## src/rtl/flex_reg_bank.sv

```systemverilog
// Primary-bus register bank with a per-register mode (RW, RO, PULSE, W1C),
// per-register write strobes and an aggregated sticky-event interrupt.
module flex_reg_bank #(
  parameter int addr_bus_width = 16,
  parameter int data_bus_width = 16,
  parameter logic [addr_bus_width-1:0] base_addr = '0,
  parameter int nr_registers = 4,
  parameter logic [2*nr_registers-1:0] reg_mode = '0,
  parameter logic [nr_registers*data_bus_width-1:0] reset_value = '0,
  parameter int sync_stages = 2
) (
  input  logic                                   clock,
  input  logic                                   reset,
  input  logic [addr_bus_width-1:0]              addr,
  input  logic [data_bus_width-1:0]              data_w,
  input  logic                                   addr_strobe,
  input  logic                                   read_trg,
  input  logic                                   write_trg,
  output logic [data_bus_width-1:0]              data_r,
  output logic                                   data_r_act,
  output logic                                   dtack,
  input  logic [nr_registers*data_bus_width-1:0] in_bits,
  output logic [nr_registers*data_bus_width-1:0] bits,
  output logic [nr_registers-1:0]                wr_strobe,
  output logic                                   irq
);

  localparam int DW = data_bus_width;
  localparam int N  = nr_registers;
  localparam int S  = (N > 1) ? $clog2(N) : 0;
  localparam int SW = (S > 0) ? S : 1;

  typedef enum logic [1:0] {M_RW, M_RO, M_PULSE, M_W1C} mode_t;
  typedef enum logic {S_IDLE, S_WAIT} state_t;

  state_t              r_state;
  logic [DW-1:0]       r_reg [N];
  logic [N*DW-1:0]     r_sync [sync_stages];
  logic [N*DW-1:0]     r_prev;
  logic [DW-1:0]       r_data_r;
  logic                r_dtack;
  logic                r_act;
  logic [N-1:0]        r_wr_strobe;
  logic                r_irq;

  logic [N*DW-1:0]     w_synced;
  logic [N*DW-1:0]     w_rise;
  logic [SW-1:0]       w_sel;
  logic                w_hit;
  logic                w_valid;
  logic                w_acc;
  logic                w_rd;
  logic                w_wr;
  logic [N-1:0]        w_wr_vec;
  logic [DW-1:0]       w_rdata;
  logic                w_w1c_any;

  assign w_synced = r_sync[sync_stages-1];
  assign w_rise   = w_synced & ~r_prev;

  // With a single register there are no select bits; register 0 is implied.
  assign w_sel   = (S == 0) ? '0 : addr[SW-1:0];
  assign w_hit   = addr_strobe && ((addr >> S) == (base_addr >> S));
  assign w_valid = 32'(w_sel) < 32'(N);
  assign w_acc   = (r_state == S_IDLE) && w_hit && w_valid;
  assign w_rd    = w_acc && read_trg;
  assign w_wr    = w_acc && write_trg && !read_trg;

  always_comb begin
    w_wr_vec  = '0;
    w_rdata   = '0;
    w_w1c_any = 1'b0;
    bits      = '0;
    for (int unsigned i = 0; i < N; i++) begin
      w_wr_vec[i]      = w_wr && (32'(w_sel) == i);
      bits[i*DW +: DW] = r_reg[i];
      if (mode_t'(reg_mode[2*i +: 2]) == M_W1C)
        w_w1c_any = w_w1c_any | (|r_reg[i]);
      if (32'(w_sel) == i) begin
        case (mode_t'(reg_mode[2*i +: 2]))
          M_RO:    w_rdata = w_synced[i*DW +: DW];
          M_PULSE: w_rdata = '0;
          default: w_rdata = r_reg[i];
        endcase
      end
    end
  end

  always_ff @(posedge clock or posedge reset) begin
    if (reset) begin
      for (int unsigned s = 0; s < sync_stages; s++) r_sync[s] <= '0;
      r_prev <= '0;
    end else begin
      r_sync[0] <= in_bits;
      for (int unsigned s = 1; s < sync_stages; s++) r_sync[s] <= r_sync[s-1];
      r_prev <= w_synced;
    end
  end

  always_ff @(posedge clock or posedge reset) begin
    if (reset) begin
      for (int unsigned i = 0; i < N; i++)
        r_reg[i] <= (mode_t'(reg_mode[2*i +: 2]) == M_RW) ? reset_value[i*DW +: DW] : '0;
    end else begin
      for (int unsigned i = 0; i < N; i++) begin
        case (mode_t'(reg_mode[2*i +: 2]))
          M_RW:    if (w_wr_vec[i]) r_reg[i] <= data_w;
          M_RO:    r_reg[i] <= '0;
          M_PULSE: r_reg[i] <= w_wr_vec[i] ? data_w : '0;
          // Set is OR-ed in after the clear so a same-cycle edge wins.
          default: r_reg[i] <= (r_reg[i] & ~(w_wr_vec[i] ? data_w : '0))
                               | w_rise[i*DW +: DW];
        endcase
      end
    end
  end

  always_ff @(posedge clock or posedge reset) begin
    if (reset) begin
      r_state     <= S_IDLE;
      r_data_r    <= '0;
      r_dtack     <= 1'b0;
      r_act       <= 1'b0;
      r_wr_strobe <= '0;
      r_irq       <= 1'b0;
    end else begin
      r_wr_strobe <= w_wr_vec;
      r_irq       <= w_w1c_any;
      case (r_state)
        S_IDLE: begin
          if (w_rd) begin
            r_data_r <= w_rdata;
            r_dtack  <= 1'b1;
            r_act    <= 1'b1;
            r_state  <= S_WAIT;
          end else if (w_wr) begin
            r_dtack  <= 1'b1;
            r_state  <= S_WAIT;
          end
        end
        S_WAIT: begin
          if ((!read_trg && !write_trg) || !w_hit) begin
            r_dtack <= 1'b0;
            r_act   <= 1'b0;
            r_state <= S_IDLE;
          end
        end
        default: r_state <= S_IDLE;
      endcase
    end
  end

  assign data_r     = r_data_r;
  assign data_r_act = r_act;
  assign dtack      = r_dtack;
  assign wr_strobe  = r_wr_strobe;
  assign irq        = r_irq;

endmodule

```

## config.mk

```make
export PLATFORM = sky130hd
export DESIGN_NAME = flex_reg_bank
export DESIGN_NICKNAME = d
export VERILOG_FILES = /design/src/rtl/flex_reg_bank.sv
export SDC_FILE = /design/constraint.sdc
export NUM_CORES = 1
export LEC_CHECK = 0
export ABC_AREA = 1
export BUFFER_PORTS_ARGS = -buffer_cell sky130_fd_sc_hd__buf_2
export CAP_MARGIN = 40
export CELL_PAD_IN_SITES_DETAIL_PLACEMENT = 1
export CELL_PAD_IN_SITES_GLOBAL_PLACEMENT = 2
export CORE_ASPECT_RATIO = 1.25
export CORE_UTILIZATION = 26
export DETAILED_ROUTE_END_ITERATION = 16
export PLACE_DENSITY = 0.83
export REMOVE_ABC_BUFFERS = 1
export SETUP_SLACK_MARGIN = 0.05
export SYNTH_ARGS = -nofsm -noshare
export SYNTH_HDL_FRONTEND = slang
export SYNTH_SLANG_ARGS = --single-unit
```

## constraint.sdc

```tcl
create_clock -name clock -period 3.2 [get_ports clock]
set_input_delay 0 -clock clock [delete_from_list [all_inputs] [get_ports clock]]
set_output_delay 0 -clock clock [all_outputs]
set_load 0.1 [all_outputs]
```

==> results.yml, run 1 <==
cts:
  cts_setup_buffers: 0
  htree_levels: 3
  cts_hold_buf: 18
  clock_sinks: 87
  clock-root-buffer: "clkbuf_16"
  clk_latency_ns: 0.33
  ctsResizeCount: 0
  clk_pin_slew_worst_paths_ns: 0.06
  clk_path_buf_depth: 2
  cts_made_buffers: 9
  cts_tree: "built"
worst_setup_path:
  cp_max_fo: 25
  worstSetupStartpointType: "register"
  r2r_setup_slack_ns: 1.32
  critPathRequiredTime_ns: 3.42
  cp.arrival_ns: 2.10
  r2r-start: "r_state"
  rr_worst_depth: 5
  critPathKind: "reg2reg"
  worst_r2r_endpoint: "bits[48]"
  critPathCaptureType: "register"
grt:
  grt_usage: 0.1756
  grt_first_pass_wirelength_um: 21880
  grt_pass1_vias: 3889
  antenna_found_initial: 0
  grt_max_degree: 43
  overflow: 0
routing:
  antenna_left: 0
  drc: 0
  num_vias: 3825
  drtPass1Iterations: 4
  routed_wl_um: 13740
  routed_via_density: 4.705
  routedWlPerCell_um: 16.90
  drtIter0Drc: 182
sta:
  period_needed_ns: 1.877
  rsz0062_at_grt: "false"
  worst_pin_slew_ns: 0.8184
  maxSlewHeadroom: 0.4531
  skew_ns: 0.004508
  setup_viol: 0
  finalHoldViolations: 0
  fmax_mhz: 532.6
  finalWorstSetupSlack_ns: 1.323
  slew_violations: 0
  setup_tns_ns: 0
  finalCritPeriodShare: 0.5867
finish:
  antenna_cells: 0
  stdcell_count: 813
  final_area_mm2: 0.005280
  area_delta_synth_final_pct: 27.22
  nets: 697
  drive_above_1_share: 0.2679
placed_design:
  dp_hpwl_um: 9017
  io_buffers: 122
  dp.cells: 779
  placed_cell_area_mm2: 0.004788
  place_ws_ns: 1.247
  place.gp.congestion: 0.7515
worst_hold_path:
  hold_path.class: "in2reg"
  holdPathEnd: "r_state"
  worstHoldStart: "read_trg"
  min_delay_path_depth: 3
yosys:
  synth.avg_cell_area_um2: 8.849
  syn-cell-area_mm2: 0.004150
  synth_area_leaders: "dfrtp_1 52%, nand2_1 18%, nand4_1 9.6%, buf_12 3.4%, a21oi_1 1.9%"
  synth-seq-cells: 87
  ys_types: 23
  synth_top_area_share: 0.5246
  synth_cells: 469
  ys_warn_count: 0
  yosys.area.top_type: "dfrtp_1"
  ys_seq_area_frac: 0.5246
floorplan:
  chipWidth_um: 115.0
  design.die.area_mm2: 0.01648
  io_pins: 188
  rows: 51
  die_height_um: 143.3
  core_area_mm2: 0.01557
  initial_core_util: 0.2666
flow_run:
  maxCapViolCount: 0
power_and_ir_drop:
  power.leakage_nw: 2.927
  p_per_area_mw_per_mm2: 445.8
  ir_drop_mv: 0.2226
run_status:
  status: "completed"
-- per-layer routing --
| layer | track usage | wire length, um | vias up |
|---|---|---|---|
| met5 | 0 | 0 | - |
| met4 | 0.04443 | 136 | 0 |
| met3 | 0.02886 | 699 | 9 |
| met2 | 0.2949 | 6614 | 101 |
| met1 | 0.2335 | 6285 | 1897 |
| li1 | - | - | 1818 |
-- cells by family (layout without fill, tap and decap cells) --
| kind of cell | Yosys count | count (layout) | share of synthesized area |
|---|---|---|---|
| simple gates | 304 | 304 | 0.3416 |
| flops | 87 | 87 | 0.5246 |
| buf+inv | 44 | 176 | 0.09044 |
| compound gates | 33 | 33 | 0.04251 |
| other cells | 1 | 1 | 0.0009036 |
-- worst max path at each step --
stage | startpoint | endpoint | slack, ns | cells past startpoint
2_1_floorplan | reset | bits[0] | 0.95 | 1
3_3_place_gp | addr[15] | data_r[7] | 1.29 | 9
3_5_place_dp | addr[11] | bits[48] | 1.25 | 10
4_1_cts | r_state | bits[48] | 1.28 | 5
5_1_grt | r_state | data_r[1] | 1.16 | 4
6_report | r_state | bits[48] | 1.32 | 5
-- state kept, by name (all words and copies together), names as in the netlist --
| signal | cells |
|---|---|
| r_state | 1 |
| bits | 64 |
| data_r | 16 |
| data_r_act | 1 |
| wr_strobe | 4 |
| dtack | 1 |
-- final cells by class --
| class | instances | area, um^2 |
|---|---|---|
| well taps | 212 | 265.3 |
| clock buffers | 14 | 274.0 |
| inverters | 10 | 40.04 |
| repair buffers | 150 | 878.3 |
| fillers | 1918 | 10290 |
| clock inverters | 2 | 37.54 |
| flip-flops and latches | 87 | 2177 |
| multi-input cells | 338 | 1608 |
-- critical path, stage by stage, from the launching register on --
cell,delay [ns]
dfrtp_1,0.45
nor2_8,0.40
buf_4,0.34
nand3_4,0.32
nand2_1,0.19
nand2_1,0.07
-- cell usage in the layout, fill, tap and decap left out, types with 2 or more instances in the layout --
master,count
o21ai_1,13
a21oi_1,16
clkbuf_8,3
nor2_4,4
dlygate4sd3_1,18
nand2_1,202
clkbuf_1,2
dfrtp_1,87
clkbuf_16,9
nor2_1,11
nand3_4,4
nand2_2,2
inv_1,8
nand3_1,16
nand4_1,64
o21ai_2,3
buf_4,9
buf_2,122
-- per-stage QoR --
stage	total power [mW]	utilization	hold slack, ns
2_1_floorplan	1.178	-	0.1519
3_3_place_gp	1.250	0.3063	0.2938
3_5_place_dp	1.256	0.3075	0.1027
4_1_cts	2.389	0.3391	0.02779
5_1_grt	2.434	0.3391	0.06745
6_report	2.354	0.3391	0.03224
-- cell usage after synthesis --
master	instances
nor2_8	1
nand4_1	64
buf_4	7
o21ai_0	1
buf_2	11
clkinv_1	1
o21ai_1	13
buf_12	7
nand3_4	4
nor2_2	2
dfrtp_1	87
buf_6	7
nand3_1	16
inv_1	9
nand2_2	2
o21ai_2	3
clkbuf_4	1
a21oi_1	16
clkbuf_1	1
conb_1	1
nor2_1	11
nand2_1	202
nor2_4	2
-- where the power goes --
part	internal [mW]	switching, mW	leakage (nW)
clock network	0.671	0.434	0.149
registers	1.10	0.0000866	1.22
logic	0.0439	0.105	1.56
total	1.81	0.539	2.93
No activity file was read; power rests on OpenSTA's default activity.
==> inputs of run 2 (changes only) <==
--- a/config.mk
+++ b/config.mk
@@ -11,9 +11,9 @@
 export CELL_PAD_IN_SITES_DETAIL_PLACEMENT = 1
 export CELL_PAD_IN_SITES_GLOBAL_PLACEMENT = 2
 export CORE_ASPECT_RATIO = 1.25
-export CORE_UTILIZATION = 26
+export CORE_UTILIZATION = 24
 export DETAILED_ROUTE_END_ITERATION = 16
-export PLACE_DENSITY = 0.83
+export PLACE_DENSITY = 0.81
 export REMOVE_ABC_BUFFERS = 1
 export SETUP_SLACK_MARGIN = 0.05
 export SYNTH_ARGS = -nofsm -noshare
==> constraint.sdc (replaced) <==
create_clock -name clock -period 1.53 [get_ports clock]
set_input_delay 0 -clock clock [delete_from_list [all_inputs] [get_ports clock]]
set_output_delay 0 -clock clock [all_outputs]
set_load 0.1 [all_outputs]
==> results.yml, run 2 (same netlist as run 1, synthesis figures left out) <==
finish:
  largest_register_ffs: 64
  layout_commonest_cell: "nand2_1"
  drive_above_1_share: 0.2940
  nets: 715
  stdcell_count: 839
  final_area_mm2: 0.005495
  final_cell_mix: "202 x nand2_1, 122 x buf_2, 87 x dfrtp_1"
  antenna_cells: 0
  fin_util: 0.3263
  area_delta_synth_final_pct: 32.41
routing:
  antenna_left: 0
  routed_wl_um: 13960
  drtIter0Drc: 140
  drtPass1Iterations: 4
  drc: 0
  routed_via_density: 4.672
  num_vias: 3920
  routedWlPerCell_um: 16.64
grt:
  antenna_found_initial: 0
  grt_max_degree: 53
  grt_pass1_vias: 4062
  use_met1: 0.2115
  grt_first_pass_wirelength_um: 22450
  use_met2: 0.2636
  overflow: 0
  grt_usage: 0.1634
  grt_busiest_layer: "met2"
  grt_use_met3: 0.03364
cts:
  clock_sinks: 87
  htree_levels: 3
  clock-root-buffer: "clkbuf_16"
  clk_latency_ns: 0.34
  clk_path_buf_depth: 2
  clk_pin_slew_worst_paths_ns: 0.06
  cts_tree: "built"
  cts_made_buffers: 9
worst_setup_path:
  cp.arrival_ns: 1.57
  critPathKind: "reg2reg"
  cp_max_fo: 23
  critPathCaptureType: "register"
  worstSetupStartpointType: "register"
  critPathRequiredTime_ns: 1.75
power_and_ir_drop:
  report.power.total_mw: 4.919
  power.leakage_nw: 3.043
  p_per_area_mw_per_mm2: 895.2
  ir_drop_mv: 0.3786
worst_hold_path:
  hold_path.class: "in2reg"
placed_design:
  placed_cell_area_mm2: 0.004911
  place.gp.congestion: 0.7465
  place_ws_ns: 0.03093
  dp_hpwl_um: 9586
  io_buffers: 122
  dp.cells: 797
sta:
  fmax_mhz: 742.9
  setup_tns_ns: 0
  rsz0062_at_grt: "false"
  slew_violations: 0
  maxSlewHeadroom: 0.6501
  skew_ns: 0.009023
  finalHoldViolations: 0
  finalCritPeriodShare: 0.8798
  worst_pin_slew_ns: 0.5284
  finalWorstSetupSlack_ns: 0.1839
  setup_viol: 0
  period_needed_ns: 1.346
  hold_ws_ns: 0.01114
floorplan:
  die_height_um: 149.0
  design.die.area_mm2: 0.01783
  chipWidth_um: 119.6
  io_pins: 188
  core_area_mm2: 0.01684
  initial_core_util: 0.2464
  rows: 53
run_status:
  status: "completed"
flow_run:
  maxCapViolCount: 0
==> run 2: cell count changes in the layout (fill, tap and decap cells not counted) <==
cell	before	now
buf_12	1	7
buf_4	9	22
clkbuf_1	2	0
clkbuf_8	3	2
clkinv_2	0	2
clkinv_4	0	1
dlygate4sd3_1	18	17
==> run 2: what timing repair did <==
action,in CTS,in global routing
hold endpoints to repair,151,0
resized for setup,0,0
hold buffers,17,0
endpoints found under the setup margin,0,35
setup buffers,0,9
==> run 2: power breakdown <==
part | leakage [nW] | switching [mW] | internal, mW
logic | 1.68 | 0.223 | 0.109
clock network | 0.152 | 0.934 | 1.35
registers | 1.22 | 0.000185 | 2.30
==> run 2: final timing paths <==
check | start | end | slack, ns | depth (start not counted)
worst max-delay path | r_state | data_r[8] | 0.18 | 5
worst min-delay path | write_trg | r_state | 0.01 | 3
worst max register to register | r_state | data_r[8] | 0.18 | 5
worst min register to register | data_r_act | data_r_act | 0.47 | 2
max in group asynchronous | reset | bits[12] | 1.00 | 4
min in group asynchronous | reset | data_r[11] | 0.25 | 4
==> run 2: worst max-delay path: stages, from the launching register on <==
cell	delay, ns
dfrtp_1	0.45
nor2_8	0.29
nand2_2	0.09
buf_4	0.24
nand2_1	0.11
o21ai_2	0.05
==> run 2: cell type report <==
type                            instances  area, um^2
Timing Repair Buffer                  168        1086
Tap cell                              220       275.3
Multi-Input combinational cell        338        1608
Fill cell                            2024       11350
Inverter                               10       40.04
Clock inverter                          5       56.30
Sequential cell                        87        2177
Clock buffer                           11       252.7
==> run 2: per-layer routing <==
layer	wire (um)	vias to the layer above
met3	638	21
met4	309	0
met1	6411	1933
met2	6604	108
met5	0	-
li1	-	1858
==> inputs of run 3 (changes only) <==
--- a/config.mk
+++ b/config.mk
@@ -13,6 +13,7 @@
 export CORE_ASPECT_RATIO = 1.25
 export CORE_UTILIZATION = 24
 export DETAILED_ROUTE_END_ITERATION = 16
+export GPL_TIMING_DRIVEN = 0
 export PLACE_DENSITY = 0.81
 export REMOVE_ABC_BUFFERS = 1
 export SETUP_SLACK_MARGIN = 0.05
==> results.yml, run 3 (same netlist as run 1, synthesis figures left out) <==
placed_design:
  dp_hpwl_um: 9165
  io_buffers: 122
  place_ws_ns: -0.6663
  place.gp.congestion: 0.7371
routing:
  routedWlPerCell_um: 18.41
  routed_via_density: 4.704
  num_vias: 3909
  drtPass1Iterations: 4
  drtIter0Drc: 207
  routed_wl_um: 15300
  antenna_left: 0
  drc: 0
floorplan:
  io_pins: 188
  core_area_mm2: 0.01684
  design.die.area_mm2: 0.01783
  initial_core_util: 0.2464
  chipWidth_um: 119.6
  rows: 53
  die_height_um: 149.0
worst_setup_path:
  cp.arrival_ns: 1.64
  critPathKind: "reg2reg"
  worstSetupStartpointType: "register"
  cp_max_fo: 13
  critPathCaptureType: "register"
  critPathRequiredTime_ns: 1.76
power_and_ir_drop:
  ir_drop_mv: 0.3724
  internal_power_mw: 3.894
  p_per_area_mw_per_mm2: 902.3
  power_frac_seq: 0.453
  comb_power_share: 0.071
  p_sw_mw: 1.182
  power.leakage_nw: 3.063
  power_frac_clock: 0.476
  switching_share: 0.2328
finish:
  antenna_cells: 0
  area_delta_synth_final_pct: 35.54
  largest_register_ffs: 64
  final_cell_mix: "202 x nand2_1, 122 x buf_2, 86 x dfrtp_1"
  drive_above_1_share: 0.2864
  layout_commonest_cell: "nand2_1"
  fin_util: 0.3340
  nets: 707
grt:
  grt_pass1_vias: 3987
  grt_usage: 0.1669
  antenna_found_initial: 0
  overflow: 0
  grt_max_degree: 51
  grt_first_pass_wirelength_um: 22440
sta:
  skew_ns: 0.005646
  finalCritPeriodShare: 0.9213
  period_needed_ns: 1.410
  finalWorstSetupSlack_ns: 0.1204
  fmax_mhz: 709.4
  slew_violations: 0
  rsz0062_at_grt: "false"
  finalHoldViolations: 0
  maxSlewHeadroom: 0.5651
  worst_pin_slew_ns: 0.6523
  setup_viol: 0
worst_hold_path:
  hold_path.class: "in2reg"
cts:
  clock-root-buffer: "clkbuf_16"
  clk_pin_slew_worst_paths_ns: 0.06
  cts_tree: "built"
  clk_path_buf_depth: 2
  cts_made_buffers: 9
  clk_latency_ns: 0.35
  htree_levels: 3
  clock_sinks: 87
flow_run:
  maxCapViolCount: 0
run_status:
  status: "completed"
==> run 3: cell types whose count changed in the layout (fill, tap and decap cells not counted), sizes merged <==
cell and delta:
nand2 +1, buf -12, clkbuf +1, bufinv +1, clkinv +1, nor2 +1
clkinvlp -1
==> run 3: worst max-delay path, stage by stage, from the launching register on <==
cell     delay, ns
dfrtp_2       0.45
nor2_8        0.14
buf_12        0.12
buf_16        0.16
nand3_4       0.11
buf_12        0.18
nand2_1       0.06
nand2_1       0.05
==> run 3: worst paths after layout <==
check,slack [ns],startpoint,depth (start not counted),end
setup reg to reg,0.12,r_state,7,bits[51]
min in group asynchronous,0.29,reset,3,data_r[5]
hold reg to reg,0.48,data_r[7],2,data_r[7]
max in group asynchronous,0.56,reset,4,bits[23]
setup / recovery,0.12,r_state,7,bits[51]
hold / removal,0.02,write_trg,3,r_state
==> run 3: stage by stage <==
step | instance area [um^2] | power [mW] | hold WS, ns | TNS [ns] | std cells
after global routing | 5625 | 5.262 | 0.06211 | 0 | 831
after detailed placement | 4923 | 2.671 | 0.1333 | -20.06 | 785
after global placement | 4698 | 2.598 | 0.2935 | -337.75 | 777
final | 5625 | 5.076 | 0.02406 | 0 | 831
after CTS | 5512 | 5.165 | 0.01790 | 0 | 825
after floorplan | 3812 | 2.463 | 0.1519 | -106.78 | 435
==> run 3: final cells by class <==
class | count | area [um^2]
fillers | 2008 | 11220
flip-flops and latches | 87 | 2178
multi-input cells | 340 | 1653
repair buffers | 158 | 1156
well taps | 220 | 275.3
clock buffers | 10 | 239.0
clock inverters | 6 | 83.83
inverters | 10 | 40.04
==> run 3: layer usage <==
layer	vias to the layer above	wire, um	global-route usage
met1	1944	6764	0.2113
met2	107	7577	0.2780
met5	-	0	0
met4	0	138	0.05563
li1	1845	-	-
met3	13	816	0.03976
==> run 3: power groups by stage <==
stage | registers (mW) | clock network [mW] | logic, mW
floorplan | 2.35 | 0 | 0.117
global placement | 2.34 | 0 | 0.254
detailed placement | 2.34 | 0 | 0.327
CTS | 2.30 | 2.50 | 0.363
global route | 2.30 | 2.57 | 0.390
finish | 2.30 | 2.42 | 0.360
==> run 3: repair_timing <==
item,CTS,global route
hold buffers,17,0
gates resized for setup,2,3
cloned,1,3
setup endpoints to repair,82,64
hold endpoints to repair,107,0
pin swaps,3,1
setup buffers,6,3
